===== config.mk =====
export PLATFORM = sky130hd
export DESIGN_NAME = mem_loader
export DESIGN_NICKNAME = d
export VERILOG_FILES = /design/src/rtl/mem_loader.sv
export SDC_FILE = /design/constraint.sdc
export NUM_CORES = 1
export LEC_CHECK = 0
export CAP_MARGIN = 20
export CORE_MARGIN = 5
export CORE_UTILIZATION = 37
export CTS_BUF_LIST = sky130_fd_sc_hd__clkbuf_4
export CTS_CLUSTER_DIAMETER = 50
export DETAILED_ROUTE_END_ITERATION = 8
export GPL_ROUTABILITY_DRIVEN = 0
export PLACE_DENSITY = 0.63
export REMOVE_ABC_BUFFERS = 1
export SKIP_CTS_REPAIR_TIMING = 1
export SLEW_MARGIN = 25
export SYNTH_ARGS = -nofsm -noshare
export SYNTH_HDL_FRONTEND = slang
export SYNTH_SLANG_ARGS = --single-unit

===== constraint.sdc =====
create_clock -name clk -period 2.4 [get_ports clk]
set_input_delay 0.48 -clock clk [delete_from_list [all_inputs] [get_ports clk]]
set_output_delay 0.48 -clock clk [all_outputs]
set_load 0.1 [all_outputs]

===== src/rtl/mem_loader.sv =====
// Byte-stream program loader: packs little-endian byte pairs into 16-bit words,
// writes them to consecutive memory addresses and keeps a running checksum.
module mem_loader #(
    parameter int unsigned DEPTH     = 256,
    parameter int unsigned BASE_ADDR = 0
) (
    input  logic        clk,
    input  logic        rst_n,
    input  logic        start,
    input  logic [15:0] length,
    input  logic [7:0]  byte_in,
    input  logic        byte_valid,
    output logic        byte_ready,
    output logic        mem_we,
    output logic [15:0] mem_addr,
    output logic [15:0] mem_wdata,
    output logic        busy,
    output logic        done,
    output logic        error,
    output logic [15:0] checksum
);

    localparam logic [15:0] LIMIT = 16'(DEPTH - BASE_ADDR);
    localparam logic [15:0] BASE  = 16'(BASE_ADDR);

    typedef enum logic [1:0] {IDLE, LO, HI, WR} state_t;

    state_t      state;
    logic [15:0] count;
    logic [15:0] length_q;
    logic [7:0]  lo_q;
    logic [7:0]  hi_q;

    // Address and data come straight from registers, so both hold for the whole WR cycle.
    assign mem_addr  = BASE + count;
    assign mem_wdata = {hi_q, lo_q};

    // Moore outputs are registered together with the state they belong to.
    always_ff @(posedge clk or negedge rst_n) begin
        if (!rst_n) begin
            state      <= IDLE;
            count      <= '0;
            length_q   <= '0;
            lo_q       <= '0;
            hi_q       <= '0;
            byte_ready <= 1'b0;
            mem_we     <= 1'b0;
            busy       <= 1'b0;
            done       <= 1'b0;
            error      <= 1'b0;
            checksum   <= '0;
        end else begin
            case (state)
                IDLE: begin
                    if (start) begin
                        done     <= 1'b0;
                        error    <= 1'b0;
                        checksum <= '0;
                        count    <= '0;
                        length_q <= length;
                        if (length > LIMIT) begin
                            error <= 1'b1;
                        end else if (length == 16'd0) begin
                            done <= 1'b1;
                        end else begin
                            state      <= LO;
                            byte_ready <= 1'b1;
                            busy       <= 1'b1;
                        end
                    end
                end
                LO: begin
                    if (byte_valid && byte_ready) begin
                        lo_q  <= byte_in;
                        state <= HI;
                    end
                end
                HI: begin
                    if (byte_valid && byte_ready) begin
                        hi_q       <= byte_in;
                        state      <= WR;
                        byte_ready <= 1'b0;
                        mem_we     <= 1'b1;
                    end
                end
                WR: begin
                    mem_we   <= 1'b0;
                    checksum <= checksum + {hi_q, lo_q};
                    count    <= count + 16'd1;
                    if (count + 16'd1 == length_q) begin
                        done  <= 1'b1;
                        busy  <= 1'b0;
                        state <= IDLE;
                    end else begin
                        byte_ready <= 1'b1;
                        state      <= LO;
                    end
                end
                default: begin
                    state      <= IDLE;
                    byte_ready <= 1'b0;
                    mem_we     <= 1'b0;
                    busy       <= 1'b0;
                end
            endcase
        end
    end

endmodule


==> results.sh, run 1 <==
export IMPL_rows=38
export IMPL_dr_pass1_iters=4
export IMPL_ff2ff_path_depth=11
export IMPL_cts_tree="done"
export IMPL_cap_violations=0
export IMPL_grt_pass1_wl_mm=18.0
export IMPL_synth_flop_cell="dfrtp_1"
export IMPL_slew_violations=0
export IMPL_cts_num_sinks=71
export IMPL_wl_met3_um=464
export IMPL_clockRootBuffer="clkbuf_4"
export IMPL_regToRegSetupSlack_ps=-20
export IMPL_start_util=0.378
export IMPL_drt_wl_total_mm=10.9
export IMPL_reg2reg_to="byte_ready"
export IMPL_area_growth_pct=36.0
export IMPL_skew_ps=20.9
export IMPL_routed_via_density=5.22
export IMPL_netlist_instances=390
export IMPL_seq_area_um2=1780
export IMPL_syn_area_um2=4120
export IMPL_grt_pass1_vias=3489
export IMPL_clkSlewWorstSetupHoldPaths_ps=120
export IMPL_grt_usage=0.170
export IMPL_die_area_um2=13300
export IMPL_outcome="finished with violations"
export IMPL_grt_max_degree=34
export IMPL_drt_iter0_markers=136
export IMPL_crit_cells=11
export IMPL_path_class="flip-flop to flip-flop"
export IMPL_period_share=1.01
export IMPL_ant_nets=0
export IMPL_setup_violations=3
export IMPL_dp_slack_ps=-480
export IMPL_worstPathCellList="buf_6, ha_4, nand2_4, or3_4, nor3_4, xor2_2, mux2_4, nor4_4, buf_4, a211o_1, o21ai_1"
export IMPL_slew_headroom=0.487
export IMPL_critPathTopFamily="simple AND/OR/NAND/NOR gates"
export IMPL_num_fill_cells=1002
export IMPL_cts_max_level=3
export IMPL_cp_slowest_cell="or3_4"
export IMPL_slowest_delay_ps=420
export IMPL_ys_types=65
export IMPL_yosysTopAreaCell="dfrtp_1"
export IMPL_die_w_um=115
export IMPL_antenna_found_initial=1
export IMPL_clockBufferDepth=2
export IMPL_r2r_start="count[1]"
export IMPL_worstMarginPinSlew_ps=769
export IMPL_synth_edff_count=0
export IMPL_cp_max_fo=5
export IMPL_overflow=0
export IMPL_required_ps=2690
export IMPL_critPathCapture="byte_ready"
export IMPL_async_flop_share=1.00
export IMPL_avgSynthCellArea_um2=10.6
export IMPL_synth_most_common_cell="dfrtp_1"
export IMPL_core_area_um2=10900
export IMPL_wl_met1_mm=5.14
export IMPL_vias=3477
export IMPL_fmaxAchievable_mhz=413
export IMPL_multi_input_area_um2=2330
export IMPL_hp_class="input port to asynchronous set/reset pin"
export IMPL_yosysSeqAreaShare=0.432
export IMPL_synthTopCellsByCount="dfrtp_1, nand2_1, mux2_2"
export IMPL_drc=0
export IMPL_ys_ff_latch=71
export IMPL_clk_latency_ps=410
export IMPL_cts_buffers=9
export IMPL_die_y_um=115
export IMPL_netlist_area_leader_share=0.432
export IMPL_nets=570
export IMPL_wl_met2_mm=5.17
export IMPL_drive_above_1_share=0.360
export IMPL_start_kind="flip-flop"
export IMPL_ioPinCount=81
export IMPL_synthTopCellsByArea="dfrtp_1, mux2_2, ha_1"
export IMPL_crit_path_start="count[1]"
export IMPL_finalCriticalPeriod_ps=2420
export IMPL_top_layer="met4"
export IMPL_layout_setup_ws_ps=-22.6
export IMPL_hpwl_mm=8.25
export IMPL_crit_arrival_ps=2710
export IMPL_failed_checks="negative setup slack"
export IMPL_crit_path_end_kind="flip-flop"
export IMPL_rsz0062_at_grt="true"
export IMPL_crit_buf_inv=2
export IMPL_io_buffers=80
export IMPL_yosys_warnings=0
export IMPL_hold_violations=0
export IMPL_wl_per_cell_um=16.4
[per-layer routing]
metal | GRT usage | vias up
met3 | 0.0308 | 12
li1 | - | 1693
met5 | 0 | -
met1 | 0.242 | 1697
met2 | 0.265 | 75
met4 | 0.0501 | 0
[logic make-up after synthesis]
family                     synth area share
AOI/OAI and AO/OA                     0.162
DFF                                   0.432
muxes                                0.0988
adders and majority gates            0.0687
and+or+nand+nor                       0.131
buffers and inverters                0.0289
xor gates and xnor gates             0.0784
[worst min path at each step]
stage	start	end	slack (ps)	cells past startpoint
2_1_floorplan	rst_n	busy	180	0
3_3_place_gp	error	error	480	2
3_5_place_dp	error	error	470	2
4_1_cts	rst_n	lo_q[4]	130	1
5_1_grt	rst_n	lo_q[4]	160	1
6_report	rst_n	lo_q[6]	130	1
[flip-flops by register name (all words and copies together) (netlist names)]
signal,cells
count,16
checksum,16
busy,1
lo_q,8
byte_ready,1
done,1
mem_we,1
error,1
hi_q,8
length_q,16
state,2
[layout make-up]
cell class / count / share of cell area
multi-input combinational: 294 / 0.417
sequential: 71 / 0.318
timing repair buffer: 132 / 0.196
tap: 140 / 0.0313
clock buffer: 11 / 0.0148
clock inverter: 5 / 0.0148
inverter: 12 / 0.00805
antenna: 1 / 0.000447
[layout by cell type (no fill, tap or decap), types with 3 or more instances in the layout]
master           count
a211oi_1             3
a21o_1               6
a21oi_1             12
a22o_1               6
a31oi_1              4
and2_1               3
and3_1               3
buf_12               3
buf_4              100
clkbuf_4            11
clkdlybuf4s50_1     26
dfrtp_1             70
ha_1                18
inv_1               12
mux2_2              33
nand2_1             35
nand3_1             13
nor2_1              15
nor3_1               3
nor4_1               3
o21ai_0             32
o21ai_2              3
o21bai_1             3
o31ai_1              6
xnor2_1             19
xor2_1              16
[metrics by stage]
step	setup TNS [ps]	hold WS [ps]	area, um2	cells	util
detailed placement	-1490	475	5270	644	0.484
floorplan	-5780	184	4040	377	-
global placement	-1590	480	5270	644	0.484
finish	-36.3	126	5600	666	0.514
CTS	-712	127	5440	660	0.500
global route	-583	157	5600	666	0.514
Power of run 1 is not shown: default switching activity piles up to over one toggle a cycle in this logic, so the estimate is an artifact.
==> inputs of run 2 (changes only) <==
--- a/config.mk
+++ b/config.mk
@@ -5,8 +5,8 @@
 export SDC_FILE = /design/constraint.sdc
 export NUM_CORES = 1
 export LEC_CHECK = 0
-export CAP_MARGIN = 20
-export CORE_MARGIN = 5
+export CAP_MARGIN = 10
+export CORE_MARGIN = 8
 export CORE_UTILIZATION = 37
 export CTS_BUF_LIST = sky130_fd_sc_hd__clkbuf_4
 export CTS_CLUSTER_DIAMETER = 50
==> results.sh, run 2 (synthesis results as in run 1) <==
export IMPL_total_power_mw=8.60
export IMPL_grtUsageMet3=0.0312
export IMPL_cts_buffers=9
export IMPL_required_ps=2740
export IMPL_die_area_um2=14800
export IMPL_vias=3508
export IMPL_path_class="flip-flop to flip-flop"
export IMPL_met2_usage=0.269
export IMPL_dr_pass1_iters=6
export IMPL_slew_violations=0
export IMPL_ff2ff_path_depth=10
export IMPL_crit_path_end_kind="flip-flop"
export IMPL_grt_usage=0.155
export IMPL_finalCriticalPeriod_ps=2380
export IMPL_outcome="finished clean"
export IMPL_p_per_area_nw_per_um2=1520
export IMPL_fmaxAchievable_mhz=420
export IMPL_p_leak_nw=2.63
export IMPL_period_share=0.991
export IMPL_use_met1=0.190
export IMPL_start_util=0.380
export IMPL_layout_common_cells="buf_4, dfrtp_1, nand2_1"
export IMPL_clockBufferDepth=2
export IMPL_hp_class="input port to asynchronous set/reset pin"
export IMPL_largestRegisters="checksum: 16 flops, count: 16 flops, length_q: 16 flops"
export IMPL_setup_violations=0
export IMPL_nets=584
export IMPL_place_inst=655
export IMPL_multi_input_area_um2=2320
export IMPL_area_growth_pct=37.3
export IMPL_slew_headroom=0.328
export IMPL_wl_per_cell_um=17.0
export IMPL_fin_util=0.521
export IMPL_sw_frac_of_total=0.546
export IMPL_seq_area_um2=1780
export IMPL_peakVddDrop_mv=0.995
export IMPL_drt_wl_total_mm=11.5
export IMPL_grt_pass1_vias=3538
export IMPL_clockRootBuffer="clkbuf_4"
export IMPL_layout_commonest_cell="buf_4"
export IMPL_grt_pass1_wl_mm=18.1
export IMPL_cts_tree="done"
export IMPL_clkPwrFrac=0.095
export IMPL_routed_via_density=5.17
export IMPL_io_buffers=80
export IMPL_clkSlewWorstSetupHoldPaths_ps=130
export IMPL_hpwl_mm=8.71
export IMPL_skew_ps=12.6
export IMPL_grt_max_degree=72
export IMPL_crit_arrival_ps=2710
export IMPL_drt_iter0_markers=166
export IMPL_drc=0
export IMPL_busiest_layer="met2"
export IMPL_cts_max_level=3
export IMPL_power_net_switching_mw=4.70
export IMPL_final_cell_count_no_fill=679
export IMPL_clk_latency_ps=420
export IMPL_cap_violations=0
export IMPL_dpl_instance_area_um2=5340
export IMPL_start_kind="flip-flop"
export IMPL_intPower_mw=3.90
export IMPL_num_fill_cells=1010
export IMPL_core_area_um2=10800
export IMPL_ant_nets=0
export IMPL_drive_above_1_share=0.375
export IMPL_rows=38
export IMPL_rsz0062_at_grt="true"
export IMPL_ioPinCount=81
export IMPL_p_seq_frac=0.244
export IMPL_cp_max_fo=6
export IMPL_worstMarginPinSlew_ps=1010
export IMPL_antenna_found_initial=0
export IMPL_fin_area_um2=5650
export IMPL_combPwrFrac=0.661
export IMPL_cts_num_sinks=71
export IMPL_overflow=0
export IMPL_hold_violations=0
export IMPL_die_w_um=121
export IMPL_die_y_um=121
export IMPL_n_antenna_cell=0
-- run 2: area by class of cell --
class / count / area share
clock inverters: 6 / 0.0124
inverters: 12 / 0.00797
well taps: 140 / 0.0310
flip-flops and latches: 71 / 0.315
clock buffers: 10 / 0.0133
repair buffers: 146 / 0.210
multi-input cells: 294 / 0.411
-- run 2: power groups by stage --
stage | logic (mW) | registers [mW] | clock network, mW
global route | 6.10 | 2.16 | 0.878
floorplan | 2.14 | 4.03 | 0
finish | 5.69 | 2.10 | 0.817
detailed placement | 5.55 | 2.11 | 0
global placement | 5.46 | 2.10 | 0
CTS | 5.57 | 2.09 | 0.829
-- run 2: through the flow --
stage                     hold WS (ps)  setup slack, ps  setup TNS [ps]
after global placement             475             -209            -474
final                             50.7             21.2               0
after global routing              73.0            -86.7            -274
after detailed placement           483             -291            -536
after CTS                         60.2             -103            -342
after floorplan                    184             -862           -5780
-- run 2: path summary, 6_finish.rpt --
check                           startpoint          end  slack [ps]
worst max-delay path              count[0]         done          20
worst min-delay path                 rst_n      hi_q[7]          50
worst max register to register    count[0]         done          20
worst min register to register       error        error         530
max in group asynchronous            rst_n  checksum[0]        2030
min in group clk                     error        error         530
-- run 2: worst max-delay path, cell delays in order (launching register included) --
cell	delay [ps]
dfrtp_1	430
buf_4	170
nand3_2	120
or3_4	410
o22a_1	180
o22ai_2	170
o211ai_2	140
nor4_4	280
buf_4	180
o21ai_2	50
a22oi_1	160
-- run 2: per-layer routing --
metal	vias up	share of wire
met4	0	0.011
met3	10	0.041
met1	1727	0.44
met2	55	0.51
li1	1716	-
met5	-	0
(Power assumes the default switching activity.)
